`src/rtl/mod_counter_pkg.sv`:
```
// Shared types and constants for the modular up/down counter.
package mod_counter_pkg;

  typedef enum logic [1:0] {
    MODE_WRAP     = 2'd0,
    MODE_SATURATE = 2'd1,
    MODE_ONESHOT  = 2'd2
  } mode_e;

  // Encoding 3 is not a named mode; it behaves exactly like WRAP.
  localparam logic [1:0] MODE_RESERVED = 2'd3;

  typedef enum logic {
    ST_RUN  = 1'b0,
    ST_DONE = 1'b1
  } state_e;

endpackage

```
`src/rtl/mod_counter_next.sv`:
```
// Combinational next-count and crossing detection for mod_counter.
module mod_counter_next
  import mod_counter_pkg::*;
#(
  parameter int WIDTH  = 8,
  parameter int STEP_W = 4
) (
  input  logic [WIDTH-1:0]  q_i,
  input  logic              up_down_i,
  input  logic [STEP_W-1:0] step_i,
  input  logic [WIDTH-1:0]  max_val_i,
  input  logic [1:0]        mode_i,
  output logic [WIDTH-1:0]  next_q_o,
  output logic              ovf_cross_o,
  output logic              unf_cross_o
);

  logic [WIDTH:0] q_x;
  logic [WIDTH:0] max_x;
  logic [WIDTH:0] step_x;
  logic [WIDTH:0] s_x;
  logic [WIDTH:0] lim_x;
  logic [WIDTH:0] sum_x;
  logic [WIDTH:0] diff_x;
  logic [WIDTH:0] wrap_up_x;
  logic [WIDTH:0] wrap_dn_x;
  logic           wrap_mode;

  // Everything is evaluated one bit wider so q+s and q+max+1 never overflow.
  always_comb begin
    q_x       = {1'b0, q_i};
    max_x     = {1'b0, max_val_i};
    step_x    = {{(WIDTH + 1 - STEP_W){1'b0}}, step_i};
    s_x       = (step_x < max_x) ? step_x : max_x;
    lim_x     = max_x + 1'b1;
    sum_x     = q_x + s_x;
    diff_x    = q_x - s_x;
    wrap_up_x = sum_x - lim_x;
    wrap_dn_x = q_x + lim_x - s_x;
    wrap_mode = (mode_i == MODE_WRAP) || (mode_i == MODE_RESERVED);
  end

  always_comb begin
    next_q_o    = q_i;
    ovf_cross_o = 1'b0;
    unf_cross_o = 1'b0;
    if (q_x > max_x) begin
      // Ceiling was lowered under the current count: snap down silently.
      next_q_o = max_val_i;
    end else if (s_x != '0) begin
      if (up_down_i) begin
        if (sum_x <= max_x) begin
          next_q_o = sum_x[WIDTH-1:0];
        end else begin
          ovf_cross_o = 1'b1;
          next_q_o    = wrap_mode ? wrap_up_x[WIDTH-1:0] : max_val_i;
        end
      end else begin
        if (q_x >= s_x) begin
          next_q_o = diff_x[WIDTH-1:0];
        end else begin
          unf_cross_o = 1'b1;
          next_q_o    = wrap_mode ? wrap_dn_x[WIDTH-1:0] : '0;
        end
      end
    end
  end

endmodule

```
`src/rtl/mod_counter.sv`:
```
// Modular up/down counter with wrap/saturate/oneshot modes and sticky flags.
module mod_counter
  import mod_counter_pkg::*;
#(
  parameter int WIDTH  = 8,
  parameter int STEP_W = 4
) (
  input  logic              clk,
  input  logic              reset,
  input  logic              enable,
  input  logic              up_down,
  input  logic [STEP_W-1:0] step,
  input  logic [WIDTH-1:0]  max_val,
  input  logic [1:0]        mode,
  input  logic              load,
  input  logic [WIDTH-1:0]  load_val,
  input  logic              clear_flags,
  output logic [WIDTH-1:0]  q,
  output logic              tc,
  output logic              ovf,
  output logic              unf,
  output logic              done
);

  state_e           state_q, state_d;
  logic [WIDTH-1:0] q_q, q_d;
  logic             tc_q, tc_d;
  logic             ovf_q, ovf_d;
  logic             unf_q, unf_d;

  logic [WIDTH-1:0] nxt_q;
  logic             ovf_cross;
  logic             unf_cross;
  logic [WIDTH-1:0] load_clamp;
  logic             count_en;

  mod_counter_next #(
    .WIDTH  (WIDTH),
    .STEP_W (STEP_W)
  ) u_next (
    .q_i         (q_q),
    .up_down_i   (up_down),
    .step_i      (step),
    .max_val_i   (max_val),
    .mode_i      (mode),
    .next_q_o    (nxt_q),
    .ovf_cross_o (ovf_cross),
    .unf_cross_o (unf_cross)
  );

  assign load_clamp = (load_val > max_val) ? max_val : load_val;
  assign count_en   = enable && (state_q == ST_RUN);

  always_comb begin
    state_d = state_q;
    q_d     = q_q;
    tc_d    = 1'b0;
    ovf_d   = ovf_q & ~clear_flags;
    unf_d   = unf_q & ~clear_flags;
    if (load) begin
      q_d     = load_clamp;
      state_d = ST_RUN;
    end else begin
      if ((state_q == ST_DONE) && (mode != MODE_ONESHOT)) begin
        state_d = ST_RUN;
      end
      if (count_en) begin
        q_d  = nxt_q;
        tc_d = ovf_cross | unf_cross;
        // A crossing on the same edge as clear_flags leaves its flag set.
        if (ovf_cross) ovf_d = 1'b1;
        if (unf_cross) unf_d = 1'b1;
        if ((ovf_cross || unf_cross) && (mode == MODE_ONESHOT)) begin
          state_d = ST_DONE;
        end
      end
    end
  end

  always_ff @(posedge clk) begin
    if (!reset) begin
      state_q <= ST_RUN;
      q_q     <= '0;
      tc_q    <= 1'b0;
      ovf_q   <= 1'b0;
      unf_q   <= 1'b0;
    end else begin
      state_q <= state_d;
      q_q     <= q_d;
      tc_q    <= tc_d;
      ovf_q   <= ovf_d;
      unf_q   <= unf_d;
    end
  end

  assign q    = q_q;
  assign tc   = tc_q;
  assign ovf  = ovf_q;
  assign unf  = unf_q;
  assign done = (state_q == ST_DONE);

endmodule

```
`config.mk`:
```
export PLATFORM = sky130hd
export DESIGN_NAME = mod_counter
export DESIGN_NICKNAME = d
export VERILOG_FILES = /design/src/rtl/mod_counter_pkg.sv /design/src/rtl/mod_counter_next.sv /design/src/rtl/mod_counter.sv
export SDC_FILE = /design/constraint.sdc
export NUM_CORES = 1
export LEC_CHECK = 0
export BUFFER_PORTS_ARGS = -buffer_cell sky130_fd_sc_hd__buf_4
export CAP_MARGIN = 20
export CORE_MARGIN = 4
export CORE_UTILIZATION = 29
export DETAILED_ROUTE_END_ITERATION = 6
export GPL_TIMING_DRIVEN = 0
export PLACE_DENSITY_LB_ADDON = 0.3
export SYNTH_ARGS = -nofsm -noshare
export SYNTH_HDL_FRONTEND = slang
export SYNTH_SLANG_ARGS = --single-unit
```
`constraint.sdc`:
```
create_clock -name clk -period 10.3 [get_ports clk]
set_input_delay 2.06 -clock clk [delete_from_list [all_inputs] [get_ports clk]]
set_output_delay 2.06 -clock clk [all_outputs]
set_load 0.05 [all_outputs]
```
---- Word-level counts from Yosys, hierarchy flattened ----
Cells that the tools add are included.
operators by class
  add/sub/neg operators ................... 6
  order comparisons ....................... 5
  equal/unequal tests ..................... 3
  muxes and demuxes ....................... 28
  bitwise gates (word level) .............. 7
  reduce and logical (&&, ||, !) cells .... 12
operators by type and width
  operator                                                       number
  8-bit two-way mux                                              11
  8-bit subtractor                                               3
  1-bit two-way mux                                              17
  8-bit greater-than comparator                                  2
  8-bit by 8-bit adder with 9-bit output                         1
  8-bit by 9-bit greater-or-equal comparator with 1-bit output   1
  9-bit by 8-bit less-or-equal comparator with 1-bit output      1
  9-bit nonzero test                                             1
  8-bit by 1-bit adder with 8-bit output, second input constant  1
  8-bit adder                                                    1
  4-bit by 8-bit < comparator with 1-bit output                  1
  2-bit equality test, second input constant                     2
  1-bit NOT                                                      4
  1-bit logical AND                                              3
  3-bit nonzero test                                             1
  3-bit OR reduction                                             1
  1-bit AND                                                      2
  2-bit logical NOT                                              1
  1-bit logical OR                                               2
  2-bit inequality test, second input constant                   1
  2-bit AND reduction                                            1
  2-bit nonzero test                                             1
  2-bit OR reduction                                             1
  1-bit OR                                                       1
storage, ports and cells
  register bits after elaboration ......... 12
  logic and storage cells ................. 66

---- Longest topological paths before layout ----
Gate-level depths: netlist of the first run.
  depth after elaboration ................. 12
  depth in mapped cells ................... 25
  gate-level depth less buffers ........... 23

---- Modules after synthesis ----
From an unflattened synthesis of the first run, not the netlist that was laid out.
unflattened totals
  cell total of the unflattened synthesis .. 495
  area total of the unflattened synthesis .. 3,776.1 µm²
by module, submodules not included
  module            times used  cells an instance  area each (µm²)  seq. area each (µm²)
  mod_counter_next  1           349                2,652.5          0.0
  mod_counter       1           146                1,123.6          240.2

---- Worst setup path before layout of the first run ----
OpenSTA, ideal clock, no wires.
  path type ............................... input to register
  start ................................... input max_val[2]
  end ..................................... register q_q[6], in the netlist q[6]
  arrival ................................. 6.291 ns
  required time ........................... 10.226 ns
  path slack .............................. 3.935 ns
  cell stages on the path ................. 24
  buffers on the path ..................... 2
  cells stage by stage .................... clkbuf_1 inv_1 ha_1 o21a_1 o21ai_0 nor2_2 mux2_2 ha_1 inv_1 fa_1 nand2b_1 a221oi_1 nor2_1 o21bai_1 xnor2_1 ha_1 nand4_1 o22ai_1 o21bai_1 o311ai_2 buf_2 nor2_1 a311o_1 a31oi_1
on the way
  cells in the longest elaborated chain, start to end .. 11
RTL lines
  what                                           RTL line                source
  start, declared                                mod_counter.sv:13       input logic [WIDTH-1:0] max_val,
  4-bit by 8-bit < comparator with 1-bit output  mod_counter_next.sv:34  s_x = (step_x < max_x) ? step_x : max_x;
  8-bit two-way mux                              mod_counter_next.sv:34
  8-bit by 8-bit adder with 9-bit output         mod_counter_next.sv:36  sum_x = q_x + s_x;
  8-bit subtractor                               mod_counter_next.sv:38  wrap_up_x = sum_x - lim_x;
  8-bit two-way mux                              mod_counter_next.sv:56  next_q_o = wrap_mode ? wrap_up_x[WIDTH-1:0] : max_val_i;
  8-bit two-way mux                              mod_counter_next.sv:52  if (sum_x <= max_x) begin
  8-bit two-way mux                              mod_counter_next.sv:51  if (up_down_i) begin
  8-bit two-way mux                              mod_counter_next.sv:50  end else if (s_x != '0) begin
  8-bit two-way mux                              mod_counter_next.sv:47  if (q_x > max_x) begin
  8-bit two-way mux                              mod_counter.sv:67       if (count_en) begin
  8-bit two-way mux                              mod_counter.sv:60       if (load) begin
  end signal, assigned                           mod_counter.sv:89       q_q <= q_d;
  end, declared                                  mod_counter.sv:26       logic [WIDTH-1:0] q_q, q_d;
Several ways; a longest one is shown, not always the timed one. The select of a mux whose other input is x is not followed.
A chain may end at the register's enable or synchronous reset.

---- Final worst setup path of the first run ----
  start ................................... input max_val[2]
  end ..................................... register q_q[4], in the netlist q[4]
Same word-level chain as after synthesis.

==> results of run 1 <==
power by group through the flow:
stage / Combinational, uW / Sequential (uW) / Clock, uW
after global placement: 460 / 68.2 / 0
after detailed placement: 468 / 68.0 / 0
final: 474 / 66.9 / 80.2
after CTS: 472 / 67.1 / 81.2
after floorplan: 336 / 83.1 / 0
after global routing: 533 / 68.2 / 83.0
layout make-up:
cell class | count | area, um2 | share of cell area
plain buffers | 12 | 61.3 | 0.0160
repair buffers | 37 | 278 | 0.0725
clock buffers | 4 | 88.8 | 0.0232
well taps | 140 | 175 | 0.0457
inverters | 44 | 165 | 0.0431
multi-input cells | 355 | 2820 | 0.737
flip-flops and latches | 12 | 240 | 0.0627
state kept, by name (all words and copies together) (netlist names):
signal and count:
ovf 1, tc 1, done 1, q 8, unf 1
stage by stage:
| stage | hold slack (ps) | cell area [um2] | worst slack (ps) | cells |
|---|---|---|---|---|
| 6_report | 462 | 3830 | 3200 | 604 |
| 3_3_place_gp | 457 | 3740 | 3060 | 600 |
| 3_5_place_dp | 460 | 3740 | 2970 | 600 |
| 5_1_grt | 498 | 3830 | 2720 | 604 |
| 4_1_cts | 467 | 3830 | 3180 | 604 |
| 2_1_floorplan | 690 | 3290 | 3930 | 423 |
cells in the final DEF, fill, tap and decap left out, types with 4 or more instances in the layout:
| master | instances |
|---|---|
| sky130_fd_sc_hd__o21a_1 | 6 |
| sky130_fd_sc_hd__mux2_2 | 4 |
| sky130_fd_sc_hd__nor3_1 | 9 |
| sky130_fd_sc_hd__nor2_1 | 27 |
| sky130_fd_sc_hd__buf_4 | 37 |
| sky130_fd_sc_hd__clkbuf_1 | 9 |
| sky130_fd_sc_hd__ha_1 | 61 |
| sky130_fd_sc_hd__xnor2_1 | 24 |
| sky130_fd_sc_hd__a31oi_1 | 7 |
| sky130_fd_sc_hd__a21oi_1 | 22 |
| sky130_fd_sc_hd__conb_1 | 11 |
| sky130_fd_sc_hd__nand2_1 | 20 |
| sky130_fd_sc_hd__nand2b_1 | 7 |
| sky130_fd_sc_hd__a21o_1 | 5 |
| sky130_fd_sc_hd__fa_1 | 10 |
| sky130_fd_sc_hd__dfxtp_1 | 12 |
| sky130_fd_sc_hd__nand3_1 | 18 |
| sky130_fd_sc_hd__o221ai_1 | 4 |
| sky130_fd_sc_hd__o21bai_1 | 6 |
| sky130_fd_sc_hd__o21ai_0 | 24 |
| sky130_fd_sc_hd__xor2_1 | 5 |
| sky130_fd_sc_hd__nand4_1 | 4 |
| sky130_fd_sc_hd__inv_1 | 44 |
| sky130_fd_sc_hd__o211ai_1 | 10 |
| sky130_fd_sc_hd__nor4_1 | 6 |
| sky130_fd_sc_hd__nor2b_1 | 7 |
worst max-delay path: cells and delay by family:
family / cells / cell delay (ps)
buf+inv: 4 / 840
mux: 1 / 310
simple gates: 5 / 590
xor+xnor: 1 / 240
fa+ha+maj: 4 / 1260
compound gates: 10 / 1910
worst max path at each step:
stage / startpoint / cells past startpoint / endpoint / slack [ps]
after floorplan: max_val[2] / 24 / q[6] / 3930
after global placement: max_val[2] / 25 / q[4] / 3060
after detailed placement: max_val[2] / 25 / q[4] / 2970
after CTS: max_val[2] / 25 / q[4] / 3180
after global routing: max_val[2] / 25 / q[0] / 2720
final: max_val[2] / 25 / q[4] / 3200
routing by layer:
metal / GRT usage / wire length [um]
met1: 0.212 / 4590
met2: 0.267 / 4730
met3: 0.0196 / 576
met4: 0.0420 / 172
met5: 0 / 0
logic make-up (layout without fill, tap and decap cells):
family,Yosys count,after routing,synth area share
AOI/OAI and AO/OA,120,120,0.266
xor gates and xnor gates,29,29,0.0780
adders and majority gates,71,71,0.296
buffers and inverters,56,97,0.0696
DFF,12,12,0.0738
muxes,8,8,0.0281
other,2,11,0.00231
and+or+nand+nor,116,116,0.186
==> out/results.env, run 1 <==
RUN_STATUS='finished clean'
YOSYSWARNINGS=0
SLOWEST_DELAY_PS=400
CTS-BUFFERS-INSERTED=3
FINALCRITICALPERIOD_PS=7100
POST_CTS_HOLD_BUFFER_COUNT=0
NET-SWITCHING-POWER_uW=311
TIMING.FMAX_GHz=0.141
SYNTHARSTFLOPSHARE=0
PORTBUFFERS=37
POST-ROUTE-PERIOD-UTIL=0.690
CRIT_PATH_START_KIND='primary input'
DETAIL_ROUTE.DRC_VIOLATIONS=0
CTS-ROOT-BUF='sky130_fd_sc_hd__clkbuf_16'
CLK_BUF_DEPTH=2
LAYOUT.FILLER_CELLS=1176
SYNTH.AREA.TOP_CELLS='sky130_fd_sc_hd__ha_1 23%, sky130_fd_sc_hd__dfxtp_1 7.4%, sky130_fd_sc_hd__xnor2_1 6.5%'
POST_SYNTH.CELL_AREA_AVG_UM2=7.86
SLOWEST_STAGE='sky130_fd_sc_hd__fa_1'
POST_CTS.REPAIR.SETUP_BUFFERS=0
GRT_ANTENNA_BEFORE_REPAIR=0
PLACE_CONGESTION=0.856
FINAL_MAX_SLEW_VIOL_COUNT=0
CRITICAL_PATH.REG2REG.ENDPOINT='q[4]'
AVGROUTEDWIREPERCELL_UM=16.7
CLOCK_SINK_COUNT=12
DRIVE_GT1_FRAC=0.138
MAX_SLEW_HEADROOM=0.556
CRITPATHREQUIREDTIME_PS=10420
AREA_GROWTH_SYN_TO_LAYOUT_PCT=17.7
ROW_COUNT=38
SYN-INSTANCE-COUNT=414
SETUP.WORST_PATH.CLASS='in2reg'
CLK_PIN_SLEW_PS=50
OVERFLOW=0
DRT-VIAS-PER-INSTANCE=5.35
FINAL_HOLD_VIOLATION_COUNT=0
MAXCAPVIOLCOUNT=0
RR_WORST_DEPTH=17
GRT_UTIL_ALL_LAYERS=0.158
INSERTEDDIODECOUNT=0
CP-END-KIND='register'
MAPPEDNETLISTAREA_UM2=3260
MIN-DELAY-PATH-CLASS='reg2reg'
POST-ROUTE-UTIL=0.350
INTERNAL-POWER_uW=310
FINALCLOCKSKEW_PS=4.50
ANT_NETS=0
FIRST_PASS_GRT_WIRE_LENGTH_MM=16.5
CTS_REPAIR_RESIZED_INSTS=0
DR.PASS1.ITERS=4
HOLD-PATH-ENDPOINT='done'
ROUTE.VIAS.TOTAL=3233
YOSYSSEQAREASHARE=0.0738
IOPINCOUNT=40
PLACE_HPWL_MM=8.55
WORST_HOLD_STARTPOINT='done'
POWER.CLOCK.FRACTION=0.129
FIN_NETS=564
SYNTH.LIB_CELLS_USED.DISTINCT=64
DIEWIDTH_UM=114
TIMING.CRITICAL_PATH.ARRIVAL_PS=7220
SETUP_TOTAL_NEGATIVE_SLACK_PS=0
COMB_POWER_SHARE=0.763
DRT_WL_TOTAL_MM=10.1
LIBRARY_CELL_OCCUPYING_THE_MOST_AREA_IN_THE_POST_SYNTHESIS_NETLIST='sky130_fd_sc_hd__ha_1'
FP.COREAREA_UM2=10900
SYNTH_FLOP_CELL='sky130_fd_sc_hd__dfxtp_1'
TIMING.RR.START='q[1]'
TIMING_WORST_SLEW_PIN_VALUE_PS=660
LARGEST_NET_DEGREE_AT_THE_START_OF_GLOBAL_ROUTING=14
DIEAREA_UM2=13000
STATIC-LEAKAGE-POWER_uW=0.00172
P_SW_FRAC=0.501
FLOORPLAN.DIE.HEIGHT_UM=114
FIRST_GLOBAL_VIAS=3271
VDD_IR_DROP_MAX_uV=75.5
NUMBER_OF_LEVELS_IN_THE_CLOCK_H_TREE=1
SYNTHMOSTINSTANTIATEDCELL='sky130_fd_sc_hd__ha_1'
SETUP_VIOL=0
TRITONCTS_CLOCK_TREE='built'
CP_COMMON_CELL='sky130_fd_sc_hd__ha_1'
SYNTH.CELLS.MOST_FREQUENT='61 x sky130_fd_sc_hd__ha_1, 44 x sky130_fd_sc_hd__inv_1, 27 x sky130_fd_sc_hd__nor2_1'
WORST-R2R-SETUP-SLACK_PS=6130
POST-SYNTH-TOP-AREA-FRACTION=0.234
CRITPATHMAXFANOUT=10
YS_SEQ_ELEMENTS=12
SEQ_POWER_SHARE=0.108
FIRST_ITER_VIOLATIONS=157
CLKLATENCYLATEPIN_PS=240
RSZ0062_AT_GRT='false'
FLOORPLAN.INITIALDENSITY=0.298
EDFF_COUNT_SYNTH=0
POST-LAYOUT-TOTAL-POWER_uW=621
POWER_PER_CELL_AREA_nW_PER_UM2=162
WORST_HOLD_PATH.NUM_CELLS=2
No activity file was read; power rests on OpenSTA's default activity.
==> inputs of run 2 (changes only) <==
clock period = 5.8 ns   (was 10.3 ns; I/O delays follow)
==> out/results.env, run 2 (synthesis results as in run 1) <==
CP_COMMON_CELL='sky130_fd_sc_hd__o21ai_0'
RSZ0062_AT_GRT='false'
SLOWEST_DELAY_PS=460  # +60 ps
INSERTEDDIODECOUNT=0  # unchanged
NUMBER_OF_LEVELS_IN_THE_CLOCK_H_TREE=1  # unchanged
FP.COREAREA_UM2=10900  # unchanged
CLKLATENCYLATEPIN_PS=240  # about the same
CRIT_PATH_START_KIND='primary input'
FINAL_HOLD_VIOLATION_COUNT=0  # unchanged
FLOORPLAN.INITIALDENSITY=0.298  # unchanged
CP.BUFFERS_INVERTERS=3  # -1
CLK_PIN_SLEW_PS=50  # about the same
MIN-DELAY-PATH-CLASS='reg2reg'
FIN_NETS=572  # +1.4%
DRT-VIAS-PER-INSTANCE=5.37  # +0.37%
FINALCLOCKSKEW_PS=3.55  # -0.947 ps
MAXCAPVIOLCOUNT=0  # unchanged
FINISH.CELL_COUNT_WITHOUT_FILLERS=612  # +1.3%
LARGEST_NET_DEGREE_AT_THE_START_OF_GLOBAL_ROUTING=14  # unchanged
CRIT_FAMILY='compound AO/OA/AOI/OAI gates'
SETUP_VIOL=0  # unchanged
CTS-BUFFERS-INSERTED=3  # unchanged
DR.PASS1.ITERS=4  # unchanged
CP-END-KIND='register'
FINAL_COMMON_CELL='sky130_fd_sc_hd__ha_1'
VDD_IR_DROP_MAX_uV=144  # +91%
GRT_UTIL_ALL_LAYERS=0.159  # +0.000661
DIEAREA_UM2=13000  # unchanged
TRITONCTS_CLOCK_TREE='built'
TIMING.FMAX_GHz=0.181
TIMING.CRITICAL_PATH.ARRIVAL_PS=5640  # -1580 ps
CRITPATHREQUIREDTIME_PS=5920  # -4500 ps
DIEWIDTH_UM=114  # unchanged
SETUP.WORST_PATH.CLASS='in2reg'
ROUTE.VIAS.TOTAL=3288  # +1.7%
CRIT_CHAIN='buf_4, nor4_2, o21ai_1, nor2_2, buf_4, mux2_2, ha_1, a211o_2, o211ai_1, a21oi_1, nor2_1, xor2_2, ha_1, o21ai_0, o21ai_0, o21bai_2, o311ai_4, clkbuf_4, nor2_1, o21ai_0, a21boi_1, o22ai_1'
SEQUENTIAL_AREA_UM2=240  # unchanged
FIRST_ITER_VIOLATIONS=173  # +10%
LARGEST_REGISTER_FFS=8  # unchanged
CRITPATHMAXFANOUT=6  # -4
FIRST_GLOBAL_VIAS=3297  # +0.79%
GRT_ANTENNA_BEFORE_REPAIR=0  # unchanged
CLOCK_SINK_COUNT=12  # unchanged
IOPINCOUNT=40  # unchanged
FLOORPLAN.DIE.HEIGHT_UM=114  # unchanged
RUN_STATUS='finished clean'
CTS-ROOT-BUF='sky130_fd_sc_hd__clkbuf_16'
DRIVE_GT1_FRAC=0.180  # +0.0422
PLACE_HPWL_MM=8.55  # unchanged
DETAIL_ROUTE.DRC_VIOLATIONS=0  # unchanged
POWER_PER_CELL_AREA_nW_PER_UM2=293  # +81%
COMMONEST_CELLS_AFTER_ROUTING_FILL_AND_TAPS_ASIDE='60 x sky130_fd_sc_hd__ha_1, 44 x sky130_fd_sc_hd__buf_4, 41 x sky130_fd_sc_hd__inv_1'
CLK_BUF_DEPTH=2  # unchanged
POST_CTS_HOLD_BUFFER_COUNT=0  # unchanged
ROW_COUNT=38  # unchanged
MULTI_INPUT_LOGIC_AREA_UM2=2880  # +2.1%
DRT_WL_TOTAL_MM=10.3  # +2.5%
FIRST_PASS_GRT_WIRE_LENGTH_MM=16.6  # +0.42%
PORTBUFFERS=37  # unchanged
PLACE_CONGESTION=0.856  # unchanged
AREA_GROWTH_SYN_TO_LAYOUT_PCT=21.8
LAYOUT.FILLER_CELLS=1168  # -0.68%
ANT_NETS=0  # unchanged
POST-LAYOUT-TOTAL-POWER_uW=1160  # +87%
FINALCRITICALPERIOD_PS=5520
OVERFLOW=0  # unchanged
SLOWEST_STAGE='sky130_fd_sc_hd__nor4_2'
FINAL_MAX_SLEW_VIOL_COUNT=0  # unchanged
MAX_SLEW_HEADROOM=0.581  # +0.0249
DPL.CELL_COUNT=600  # unchanged
AVGROUTEDWIREPERCELL_UM=16.9  # +1.2%
POST-ROUTE-PERIOD-UTIL=0.952
TIMING_WORST_SLEW_PIN_VALUE_PS=629  # -31.2 ps
STATIC-LEAKAGE-POWER_uW=0.00177  # +3.3%
-- run 2: cell count changes in the layout (fill, tap and decap cells not counted), sizes merged --
| cell | delta |
|---|---|
| clkbuf | +1 |
| buf | +7 |
| inv | -1 |
| clkinvlp | +1 |
-- run 2: final cells by class --
class	count	share of cell area
plain buffers	12	0.0180
clock buffers	4	0.0224
inverters	44	0.0426
multi-input cells	355	0.727
flip-flops and latches	12	0.0606
well taps	140	0.0442
repair buffers	45	0.0852
-- run 2: metrics by stage --
stage	setup TNS [ps]	hold WS, ps	instance area, um2	setup WS (ps)	utilization
floorplan	0	690	3290	335	-
global placement	-4330	457	3740	-536	0.342
detailed placement	-5420	460	3740	-629	0.342
CTS	0	467	3870	27.5	0.354
global route	0	498	3960	27.0	0.362
finish	0	462	3960	278	0.362
-- run 2: worst register-to-register path, stage by stage (launching register included) --
cell and delay (ps):
sky130_fd_sc_hd__dfxtp_1 570, sky130_fd_sc_hd__inv_1 130, sky130_fd_sc_hd__fa_2 420, sky130_fd_sc_hd__nand2b_1 180, sky130_fd_sc_hd__a221oi_2 290, sky130_fd_sc_hd__nor2_1 70, sky130_fd_sc_hd__o21bai_1 240, sky130_fd_sc_hd__xnor2_2 130
sky130_fd_sc_hd__ha_1 300, sky130_fd_sc_hd__nand4_1 150, sky130_fd_sc_hd__o22ai_1 150, sky130_fd_sc_hd__o21bai_2 170, sky130_fd_sc_hd__o311ai_4 190, sky130_fd_sc_hd__clkbuf_4 230, sky130_fd_sc_hd__nor2_1 80, sky130_fd_sc_hd__o21ai_0 90
sky130_fd_sc_hd__a21boi_1 210, sky130_fd_sc_hd__o22ai_1 100
-- run 2: path summary, 6_finish.rpt --
check / start / endpoint / slack (ps) / cells after the start
max reg2reg: q[1] / q[4] / 1960 / 17
min: done / done / 460 / 2
max: max_val[4] / q[4] / 280 / 22
min reg2reg: done / done / 460 / 2
-- run 2: report_power, final --
part | internal [uW] | switching, uW | leakage [uW]
clock network | 104 | 37.6 | 0.0000442
registers | 93.8 | 25.5 | 0.0000989
logic | 384 | 516 | 0.00163
-- run 2: routing by layer --
| layer | track usage | vias to the layer above | wire [um] |
|---|---|---|---|
| met5 | 0 | - | 0 |
| met4 | 0.0467 | 0 | 226 |
| met3 | 0.0191 | 12 | 508 |
| met2 | 0.267 | 81 | 4900 |
| met1 | 0.213 | 1582 | 4690 |
| li1 | - | 1613 | - |
-- run 2: what timing repair did --
item                                    in CTS  in global routing
endpoints found under the setup margin      11                 11
gates resized for setup                      8                 14
endpoints found under the hold margin        0                  0
setup buffers                                0                  7
cloned                                       0                  1
pin swaps                                    1                  7
